File: config.mk
export PLATFORM = sky130hd
export DESIGN_NAME = mul_div_unit_flat
export DESIGN_NICKNAME = d
export VERILOG_FILES = /design/src/rtl/mul_div_unit_pkg.sv /design/src/rtl/mul_div_unit_if.sv /design/src/rtl/mul_div_unit.sv /design/src/flat_wrapper.sv
export SDC_FILE = /design/constraint.sdc
export NUM_CORES = 1
export LEC_CHECK = 0
export CORE_MARGIN = 2
export CORE_UTILIZATION = 64
export CTS_CLUSTER_SIZE = 30
export DETAILED_ROUTE_END_ITERATION = 12
export PLACE_DENSITY = 0.95
export SETUP_SLACK_MARGIN = 0.3
export SLEW_MARGIN = 20
export SYNTH_ARGS = -nofsm -noshare
export SYNTH_HDL_FRONTEND = slang
export SYNTH_SLANG_ARGS = --single-unit
File: constraint.sdc
create_clock -name clk -period 14.2 [get_ports clk]
set_clock_uncertainty 0.1 [all_clocks]
set_input_delay 2.13 -clock clk [delete_from_list [all_inputs] [get_ports clk]]
set_output_delay 2.13 -clock clk [all_outputs]
set_load 0.05 [all_outputs]
File: src/rtl/mul_div_unit_pkg.sv
// Shared MDU op encodings (same codes the funct decoder emits) and FSM state codes.
package mul_div_unit_pkg;

  typedef enum logic [2:0] {
    MDUOP_MULT  = 3'b000,
    MDUOP_MULTU = 3'b001,
    MDUOP_DIV   = 3'b010,
    MDUOP_DIVU  = 3'b011,
    MDUOP_MTHI  = 3'b100,
    MDUOP_MTLO  = 3'b101,
    MDUOP_NOP0  = 3'b110,
    MDUOP_NOP1  = 3'b111
  } mdu_op_e;

  typedef enum logic [1:0] {
    ST_IDLE = 2'd0,
    ST_RUN  = 2'd1,
    ST_FIX  = 2'd2
  } mdu_state_e;

  // mult/multu/div/divu all have op[2]==0; op[0] selects the unsigned flavour.
  function automatic logic op_is_iter(mdu_op_e op);
    return (op[2] == 1'b0);
  endfunction

  function automatic logic op_is_signed(mdu_op_e op);
    return (op[0] == 1'b0);
  endfunction

endpackage

File: src/rtl/mul_div_unit_if.sv
// Issue/result bundle between the EX-stage control path and the multiply/divide unit.
interface mul_div_unit_if
  import mul_div_unit_pkg::*;
#(
  parameter int WIDTH = 32
);
  logic             start;
  mdu_op_e          op;
  logic [WIDTH-1:0] a;
  logic [WIDTH-1:0] b;
  logic             flush;
  logic             busy;
  logic             done;
  logic [WIDTH-1:0] hi;
  logic [WIDTH-1:0] lo;

  modport master (output start, op, a, b, flush, input busy, done, hi, lo);
  modport slave  (input start, op, a, b, flush, output busy, done, hi, lo);
endinterface

File: src/rtl/mul_div_unit.sv
// Iterative multiply/divide unit owning HI/LO: one shift-add or restoring
// shift-subtract step per cycle on a single 2*WIDTH accumulator.
module mul_div_unit
  import mul_div_unit_pkg::*;
#(
  parameter int WIDTH = 32
) (
  input  logic           clk,
  input  logic           rst,
  mul_div_unit_if.slave  bus
);

  localparam int CW = $clog2(WIDTH);

  mdu_state_e         state_q, state_d;
  logic [CW-1:0]      cnt_q, cnt_d;
  logic [2*WIDTH-1:0] acc_q, acc_d;
  logic [WIDTH-1:0]   opnd_q, opnd_d;
  logic               div_q, div_d;
  logic               neg_q, neg_d;
  logic               rem_neg_q, rem_neg_d;
  logic               zero_q, zero_d;
  logic [WIDTH-1:0]   hi_q, hi_d;
  logic [WIDTH-1:0]   lo_q, lo_d;
  logic               done_q, done_d;

  logic               sgn_op;
  logic [WIDTH-1:0]   a_abs, b_abs;
  logic [WIDTH:0]     mul_sum;
  logic [WIDTH:0]     div_diff;
  logic [2*WIDTH-1:0] prod_fix;

  assign sgn_op = op_is_signed(bus.op);
  assign a_abs  = (sgn_op && bus.a[WIDTH-1]) ? -bus.a : bus.a;
  assign b_abs  = (sgn_op && bus.b[WIDTH-1]) ? -bus.b : bus.b;

  // Multiply: low half holds the remaining multiplier bits, high half the partial product.
  assign mul_sum  = {1'b0, acc_q[2*WIDTH-1:WIDTH]} + (acc_q[0] ? {1'b0, opnd_q} : '0);
  // Divide: partial remainder < 2*divisor, so WIDTH+1 bits hold the sign of the trial subtract.
  assign div_diff = acc_q[2*WIDTH-1:WIDTH-1] - {1'b0, opnd_q};
  assign prod_fix = neg_q ? -acc_q : acc_q;

  always_comb begin
    state_d   = state_q;
    cnt_d     = cnt_q;
    acc_d     = acc_q;
    opnd_d    = opnd_q;
    div_d     = div_q;
    neg_d     = neg_q;
    rem_neg_d = rem_neg_q;
    zero_d    = zero_q;
    hi_d      = hi_q;
    lo_d      = lo_q;
    done_d    = 1'b0;

    case (state_q)
      ST_IDLE: begin
        if (bus.start) begin
          if (op_is_iter(bus.op)) begin
            acc_d     = {{WIDTH{1'b0}}, a_abs};
            opnd_d    = b_abs;
            div_d     = bus.op[1];
            neg_d     = sgn_op && (bus.a[WIDTH-1] ^ bus.b[WIDTH-1]);
            rem_neg_d = sgn_op && bus.a[WIDTH-1];
            zero_d    = bus.op[1] && (bus.b == '0);
            cnt_d     = '0;
            state_d   = ST_RUN;
          end else if (bus.op == MDUOP_MTHI) begin
            hi_d = bus.a;
          end else if (bus.op == MDUOP_MTLO) begin
            lo_d = bus.a;
          end
        end
      end
      ST_RUN: begin
        if (div_q) begin
          if (div_diff[WIDTH]) acc_d = {acc_q[2*WIDTH-2:0], 1'b0};
          else                 acc_d = {div_diff[WIDTH-1:0], acc_q[WIDTH-2:0], 1'b1};
        end else begin
          acc_d = {mul_sum, acc_q[WIDTH-1:1]};
        end
        cnt_d = cnt_q + CW'(1);
        if (cnt_q == CW'(WIDTH - 1)) state_d = ST_FIX;
      end
      ST_FIX: begin
        state_d = ST_IDLE;
        done_d  = 1'b1;
        if (!div_q) begin
          {hi_d, lo_d} = prod_fix;
        end else if (!zero_q) begin
          // most-negative / -1 falls out naturally: negating 2^(WIDTH-1) wraps to itself.
          lo_d = neg_q     ? -acc_q[WIDTH-1:0]       : acc_q[WIDTH-1:0];
          hi_d = rem_neg_q ? -acc_q[2*WIDTH-1:WIDTH] : acc_q[2*WIDTH-1:WIDTH];
        end
      end
      default: state_d = ST_IDLE;
    endcase

    // Flush overrides everything, including the FIX write and a same-cycle MTHI/MTLO.
    if (bus.flush) begin
      state_d = ST_IDLE;
      done_d  = 1'b0;
      hi_d    = hi_q;
      lo_d    = lo_q;
    end
  end

  always_ff @(posedge clk or posedge rst) begin
    if (rst) begin
      state_q   <= ST_IDLE;
      cnt_q     <= '0;
      acc_q     <= '0;
      opnd_q    <= '0;
      div_q     <= 1'b0;
      neg_q     <= 1'b0;
      rem_neg_q <= 1'b0;
      zero_q    <= 1'b0;
      hi_q      <= '0;
      lo_q      <= '0;
      done_q    <= 1'b0;
    end else begin
      state_q   <= state_d;
      cnt_q     <= cnt_d;
      acc_q     <= acc_d;
      opnd_q    <= opnd_d;
      div_q     <= div_d;
      neg_q     <= neg_d;
      rem_neg_q <= rem_neg_d;
      zero_q    <= zero_d;
      hi_q      <= hi_d;
      lo_q      <= lo_d;
      done_q    <= done_d;
    end
  end

  assign bus.busy = (state_q != ST_IDLE);
  assign bus.done = done_q;
  assign bus.hi   = hi_q;
  assign bus.lo   = lo_q;

endmodule

File: src/flat_wrapper.sv
// flat-port wrapper written by rule: the top's interface ports become plain ports
module mul_div_unit_flat import mul_div_unit_pkg::*;
#(
  parameter int WIDTH = 32
)
  (clk, rst, bus_start, bus_op, bus_a, bus_b, bus_flush, bus_busy, bus_done, bus_hi, bus_lo);
  mul_div_unit_if #(.WIDTH(WIDTH)) bus_i ();
  input  logic clk;
  input  logic rst;
  input wire logic [$bits(bus_i.start)-1:0] bus_start;
  input wire logic [$bits(bus_i.op)-1:0] bus_op;
  input wire logic [$bits(bus_i.a)-1:0] bus_a;
  input wire logic [$bits(bus_i.b)-1:0] bus_b;
  input wire logic [$bits(bus_i.flush)-1:0] bus_flush;
  output wire logic [$bits(bus_i.busy)-1:0] bus_busy;
  output wire logic [$bits(bus_i.done)-1:0] bus_done;
  output wire logic [$bits(bus_i.hi)-1:0] bus_hi;
  output wire logic [$bits(bus_i.lo)-1:0] bus_lo;
  assign bus_i.start = bus_start;
  assign bus_i.op = bus_op;
  assign bus_i.a = bus_a;
  assign bus_i.b = bus_b;
  assign bus_i.flush = bus_flush;
  assign bus_busy = bus_i.busy;
  assign bus_done = bus_i.done;
  assign bus_hi = bus_i.hi;
  assign bus_lo = bus_i.lo;
  mul_div_unit #(.WIDTH(WIDTH)) u_core (.clk(clk), .rst(rst), .bus(bus_i));
endmodule
; ---- Word level (Yosys, flattened, before mapping)
; Cells that the tools add are included.
[classes]
add_sub_neg = 8
n_eq_ne = 15
mux = 34
bitwise_logic = 4
reduce_logical = 14
[ops]
columns = op, count
row1 = 32-bit two-way mux, 16
row2 = 64-bit two-way mux, 5
row3 = 32-bit negation, 4
row4 = 32-bit case mux with 2 select lines, 2
row5 = 64-bit case mux with 2 select lines, 1
row6 = 64-bit negation, 1
row7 = 32-bit by 33-bit adder with 33-bit output, 1
row8 = 33-bit by 32-bit subtractor with 33-bit output, 1
row9 = 32-bit logical NOT, 1
row10 = 5-bit two-way mux, 2
row11 = 5-bit case mux with 2 select lines, 1
row12 = 3-bit inequality test (second input constant), 3
row13 = 3-bit AND reduction, 3
row14 = 2-bit two-way mux, 4
row15 = 2-bit inequality test (second input constant), 4
row16 = 7-bit AND reduction, 1
row17 = 3-bit == test (second input constant), 2
row18 = 6-bit AND reduction, 1
row19 = 2-bit nonzero test, 3
row20 = 5-bit by 1-bit adder with 5-bit output (second input constant), 1
row21 = 5-bit == test (second input constant), 1
row22 = 1-bit logical AND, 4
row23 = 2-bit by 1-bit inequality test with 1-bit output (second input constant), 2
row24 = 2-bit case mux with 2 select lines, 1
row25 = 7 further kinds, 10
[word_totals]
ff_bits = 172
input_bits = 71
out_inout_bits = 66
elab_cells = 86

; ---- Depth between registers and ports, before layout
[depth]
ltp_word = 6
mapped_depth = 15
mapped_depth_nobuf = 14

; ---- Worst setup path after synthesis
; No wires, ideal clock.
[synth_path]
kind = input port to flip-flop
start = input port bus_a[10]
end = register u_core.acc_q[25]
t_arrival_ns = 4.264
required_ns = 13.977
slack_ns = 9.712
stages = 10
n_path_buf = 0
cell_sequence = or4_1 > or3_1 > nor3_1 > nand2_1 > nor3_1 > nand2_1 > o41ai_1 > xnor2_1 > o21ai_0 > nand2_1
[synth_via]
elab_chain_cells = 5
[synth_lines]
columns = element, line_no
row1 = "start, declared", flat_wrapper.sv:12  ; input wire logic [$bits(bus_i.a)-1:0] bus_a;
row2 = 32-bit negation, mul_div_unit.sv:34  ; assign a_abs = (sgn_op && bus.a[WIDTH-1]) ? -bus.a : bus.a;
row3 = 32-bit two-way mux, mul_div_unit.sv:34
row4 = 64-bit two-way mux, mul_div_unit.sv:59  ; if (op_is_iter(bus.op)) begin
row5 = 64-bit two-way mux, mul_div_unit.sv:58  ; if (bus.start) begin
row6 = 64-bit case mux with 2 select lines, mul_div_unit.sv:56  ; case (state_q)
row7 = "end signal, assigned", mul_div_unit.sv:112  ; acc_q <= '0;
row8 = "end signal, assigned", mul_div_unit.sv:124  ; acc_q <= acc_d;
row9 = "end, declared", mul_div_unit.sv:17  ; logic [2*WIDTH-1:0] acc_q, acc_d;
; No other way between the ends. The select of a mux whose other input is x is not followed.
; A chain may end at the register's enable or synchronous reset.

; ---- Final worst setup path
[layout_path]
start = input port bus_a[8]
end = register u_core.acc_q[25]
; The elaborated chain is that of the path after synthesis.

==> summary by stage <==
Outcome
The run finished with clean final reports.

Pwr
The clock network fraction of total power is 0.143. The cell leakage power is 7.25 nW. The switching power share of the total is 0.501. The total net switching power is ~0.0016 W. Of the total power, registers draw 0.254. Across the VDD grid, the largest voltage drop is 0.000106 V.

The internal power of the cells totals 0.00163 W. For this design the ratio of total power to cell area is 203 nW/um^2. The share of total power dissipated in combinational logic is 0.603.

Placed design
The placed wire-length estimate is 30.9 mm. The number of port buffers is 136. The weighted congestion reported at the end of routability-driven placement is roughly 0.93. The worst slack at placement is about 8.7 ns.

Die
Row generation in the floorplan step produced 54 rows. The floorplan step defined a die boundary enclosing 23200 um^2. The effective utilization at floorplan is 0.650. 137 I/O pins were placed. The die extent in y is 152 um. The horizontal die dimension is ~150 um. The total area inside the core boundary comes to 21700 um^2.

Logic synthesis
The share of async-settable or async-resettable flops after synthesis is 1.00. Of the total synthesized cell area, the portion taken by AND, OR, NAND and NOR gates is 0.190. The proportion of synthesized chip area in sequential cells is 0.305. The library cell occupying the most area in the post-synthesis netlist is sky130_fd_sc_hd__dfrtp_1. The synthesized netlist contains 73 unique library cells. Counting flops with a built-in enable in the synthesized netlist gives 0. The synthesized instance count is 1795. Synthesis produced a netlist with a net count of around 1900. The proportion of synthesized area in mux cells is 0.0470.

The complex-gate fraction of the synthesized area is 0.236. By area the synthesized netlist is led by sky130_fd_sc_hd__dfrtp_1 31%, sky130_fd_sc_hd__o21ai_0 7.0%, sky130_fd_sc_hd__nand2_1 6.3%. The synthesized cell area is between 10000 and 15000 um^2. The proportion of netlist area held by the largest area contributor is 0.305.

Of the total synthesized cell area, the portion taken by full adders, half adders and majority gates is 0.0650. Synthesis inferred approximately 170 register bits. Among all flip-flop cells after synthesis, the most frequent one is sky130_fd_sc_hd__dfrtp_1. The count of yosys warnings during synthesis is 0. By area, the combinational part of the netlist is dominated by compound AO/OA/AOI/OAI gates. The XOR/XNOR share of the synthesized area is 0.109. The average cell area after synthesis is 7.85 um^2.

Final layout
Leaving out fill and tap cells, the most frequent cell in the layout is sky130_fd_sc_hd__nand2_1. Leaving out fill and tap cells, the most frequent cells in the layout are 236 x sky130_fd_sc_hd__nand2_1, 198 x sky130_fd_sc_hd__o21ai_0, 171 x sky130_fd_sc_hd__dfrtp_1. The area added between synthesis and finish is 14.5%. In the final layout, the multi-input gates occupy 9170 um^2.

At the end of the flow, the number of nets in the layout was 2002. The share of cells above drive strength 1 is 0.0412. For this run, the share of the core covered by cells in the final layout is 0.744. The storage element area is ~4300 um^2. The final-layout fill cell count is 1564.

The number of antenna diodes in the final layout is 0.

Drt
The number of iterations in the first detailed-routing pass is 6. In the routed layout, each cell is associated on average with a via count of 6.57. The total wire length after detailed routing is between 40 and 50 mm. The detailed router's first-iteration violation count is around 1700.

The number of vias after detailed routing is roughly 14000. The count of nets left with antenna violations once routing finished came out at 0. The remaining design rule violation count is 0.

The routed wire length per instance is 20.1 um.

STA
Setup violations remaining at the end of the flow were counted as 0. The count of final max-slew check failures is 0. Setup slack closes at 8.84 ns.

Summed over all failing endpoints, the final setup total negative slack is 0 ns. Setup repair after global routing left no endpoint under its margin. The relative slew slack is 0.361. Of the available clock period, the critical path in the final layout requires 0.377. Based on the critical path, the design can be clocked at up to 187 MHz. The hold violation total from the final report is 0. At the pin with the least slew margin, the transition time is about 0.96 ns. The shortest period the worst path allows is approximately 5.4 ns.

Clocking
The cell sitting at the root of the clock tree is a sky130_fd_sc_hd__clkbuf_16. In this run the number of H-tree levels came out at 4. After clock tree synthesis, the flow added hold-fix buffers numbering 0. The number of setup buffers added after CTS is 0. The number of clock sinks is 172.

The number of buffers on the longest clock path is 2. Clock-pin slew was measured on the worst setup and hold paths at 0.08 ns. In this run, CTS created clock tree buffers numbering 17.

The clock reaches the later pin of the worst-skew pair after roughly 0.45 ns. After clock tree synthesis, the repair step resized 0 gates. TritonCTS built the clock tree.

Setup path
Counting cells, the worst reg-to-reg path comes to 14. The critical path arrival is 5.59 ns. The critical path is of the in -> reg type. The worst register-to-register path has a setup slack of 9.75 ns. Of all nets on the critical path, the largest fanout is 6. The critical path ends at u_core.acc_q[25]$_DFFE_PP0P_.

STA puts the critical path data required time at around 14 ns. The launching element of the worst setup path is bus_a[8]. The worst setup path is captured at a register. The worst setup path is launched from an input port. The worst register-to-register path ends at u_core.acc_q[59]$_DFFE_PP0P_.

The launching point of the worst reg2reg path is u_core.acc_q[0]$_DFFE_PP0P_.

GRT
For this run, the total global-route usage over all layers was measured as 0.371. The number of global-route vias before repair was ~14000. Summed over all layers, the global routing overflow is 0. Entering global routing, the biggest net connects 110 pins. The initial antenna violation count came to 0.

The global-route wire length before repair is 70.1 mm.

Run
Max-cap violations in this run came to 0.

Min path
The path class of the tightest hold or removal check is reg -> reg.
==> metrics by stage <==
step	area (um^2)	hold WS [ns]	total power (W)	instances
2_1_floorplan	14100	0.343	0.00223	1795
3_3_place_gp	15600	0.360	0.00268	2120
3_5_place_dp	15600	0.367	0.00274	2120
4_1_cts	16100	0.385	0.00322	2151
5_1_grt	16100	0.401	0.00347	2151
6_report	16100	0.384	0.00327	2151
==> state kept, by name, summed over array words and instances, names as in the netlist <==
signal	count
u_core.bus.done	1
u_core.div_q	1
u_core.zero_q	1
u_core.bus.lo	32
u_core.acc_q	64
u_core.opnd_q	32
u_core.state_q	2
u_core.neg_q	1
u_core.bus.hi	32
u_core.rem_neg_q	1
u_core.cnt_q	5
==> final cells by class <==
type | count | area share
timing repair buffer | 156 | 0.0937
tap | 280 | 0.0217
inverter | 58 | 0.0140
clock buffer | 17 | 0.0264
sequential | 172 | 0.267
multi-input combinational | 1454 | 0.568
clock inverter | 14 | 0.00915
==> kinds of logic (layout without fill, tap and decap cells) <==
kind of cell	Yosys count	after routing
compound gates	552	552
xor+xnor	175	175
fa+ha+maj	72	72
buf+inv	169	245
flops	172	172
mux	66	66
simple gates	589	589
==> worst min path at each step <==
stage                                              from                       endpoint  slack [ns]  cells after the start
after floorplan               u_core.zero_q$_DFFE_PP0P_      u_core.zero_q$_DFFE_PP0P_        0.34                      2
after global placement    u_core.bus.lo[13]$_DFFE_PP0P_  u_core.bus.lo[13]$_DFFE_PP0P_        0.36                      2
after detailed placement  u_core.bus.lo[21]$_DFFE_PP0P_  u_core.bus.lo[21]$_DFFE_PP0P_        0.37                      1
after CTS                  u_core.bus.hi[0]$_DFFE_PP0P_   u_core.bus.hi[0]$_DFFE_PP0P_        0.39                      2
after global routing      u_core.bus.lo[21]$_DFFE_PP0P_  u_core.bus.lo[21]$_DFFE_PP0P_        0.40                      1
final                     u_core.bus.lo[21]$_DFFE_PP0P_  u_core.bus.lo[21]$_DFFE_PP0P_        0.38                      1
==> Yosys cell counts (8+ instances only) <==
cell type / n
sky130_fd_sc_hd__xnor2_1: 97
sky130_fd_sc_hd__or3_1: 15
sky130_fd_sc_hd__nand4_1: 13
sky130_fd_sc_hd__dfrtp_1: 172
sky130_fd_sc_hd__nor4_1: 8
sky130_fd_sc_hd__nor2b_1: 14
sky130_fd_sc_hd__inv_1: 58
sky130_fd_sc_hd__o41ai_1: 15
sky130_fd_sc_hd__o31ai_1: 42
sky130_fd_sc_hd__and2_1: 14
sky130_fd_sc_hd__nor2_1: 165
sky130_fd_sc_hd__and3_1: 13
sky130_fd_sc_hd__o211ai_1: 8
sky130_fd_sc_hd__a22oi_1: 22
sky130_fd_sc_hd__a21oi_1: 128
sky130_fd_sc_hd__a211oi_1: 13
sky130_fd_sc_hd__xor2_1: 77
sky130_fd_sc_hd__mux2i_1: 65
sky130_fd_sc_hd__nand2_1: 236
sky130_fd_sc_hd__ha_1: 70
sky130_fd_sc_hd__nand2b_1: 19
sky130_fd_sc_hd__o21ai_1: 19
sky130_fd_sc_hd__nand3_1: 24
sky130_fd_sc_hd__a31oi_1: 18
sky130_fd_sc_hd__o21ai_0: 198
sky130_fd_sc_hd__nor3_1: 39
sky130_fd_sc_hd__a21o_1: 31
sky130_fd_sc_hd__clkbuf_1: 96
==> power groups by stage <==
stage	Clock (W)	Sequential, W	Combinational (W)
2_1_floorplan	0	0.000927	0.00131
5_1_grt	0.000490	0.000849	0.00213
6_report	0.000468	0.000832	0.00197
3_5_place_dp	0	0.000829	0.00191
3_3_place_gp	0	0.000820	0.00186
4_1_cts	0.000469	0.000821	0.00193
==> per-layer routing <==
| layer | GRT usage | vias to the layer above | wire, um |
|---|---|---|---|
| met5 | 0 | - | 0 |
| met4 | 0.189 | 0 | 2070 |
| met3 | 0.0577 | 156 | 4070 |
| met2 | 0.615 | 879 | 20300 |
| met1 | 0.471 | 6616 | 16700 |
| li1 | - | 6487 | - |
==> critical path, cell delays in order <==
cell and delay [ns]:
sky130_fd_sc_hd__clkdlybuf4s50_1 0.52, sky130_fd_sc_hd__or4_1 0.57, sky130_fd_sc_hd__or3_1 0.37, sky130_fd_sc_hd__nor3_1 0.25
sky130_fd_sc_hd__nand2_1 0.12, sky130_fd_sc_hd__nor3_1 0.60, sky130_fd_sc_hd__nand2_1 0.23, sky130_fd_sc_hd__o41ai_1 0.36
sky130_fd_sc_hd__xnor2_1 0.14, sky130_fd_sc_hd__o21ai_0 0.19, sky130_fd_sc_hd__nand2_1 0.09
No activity file was read; power rests on OpenSTA's default activity.
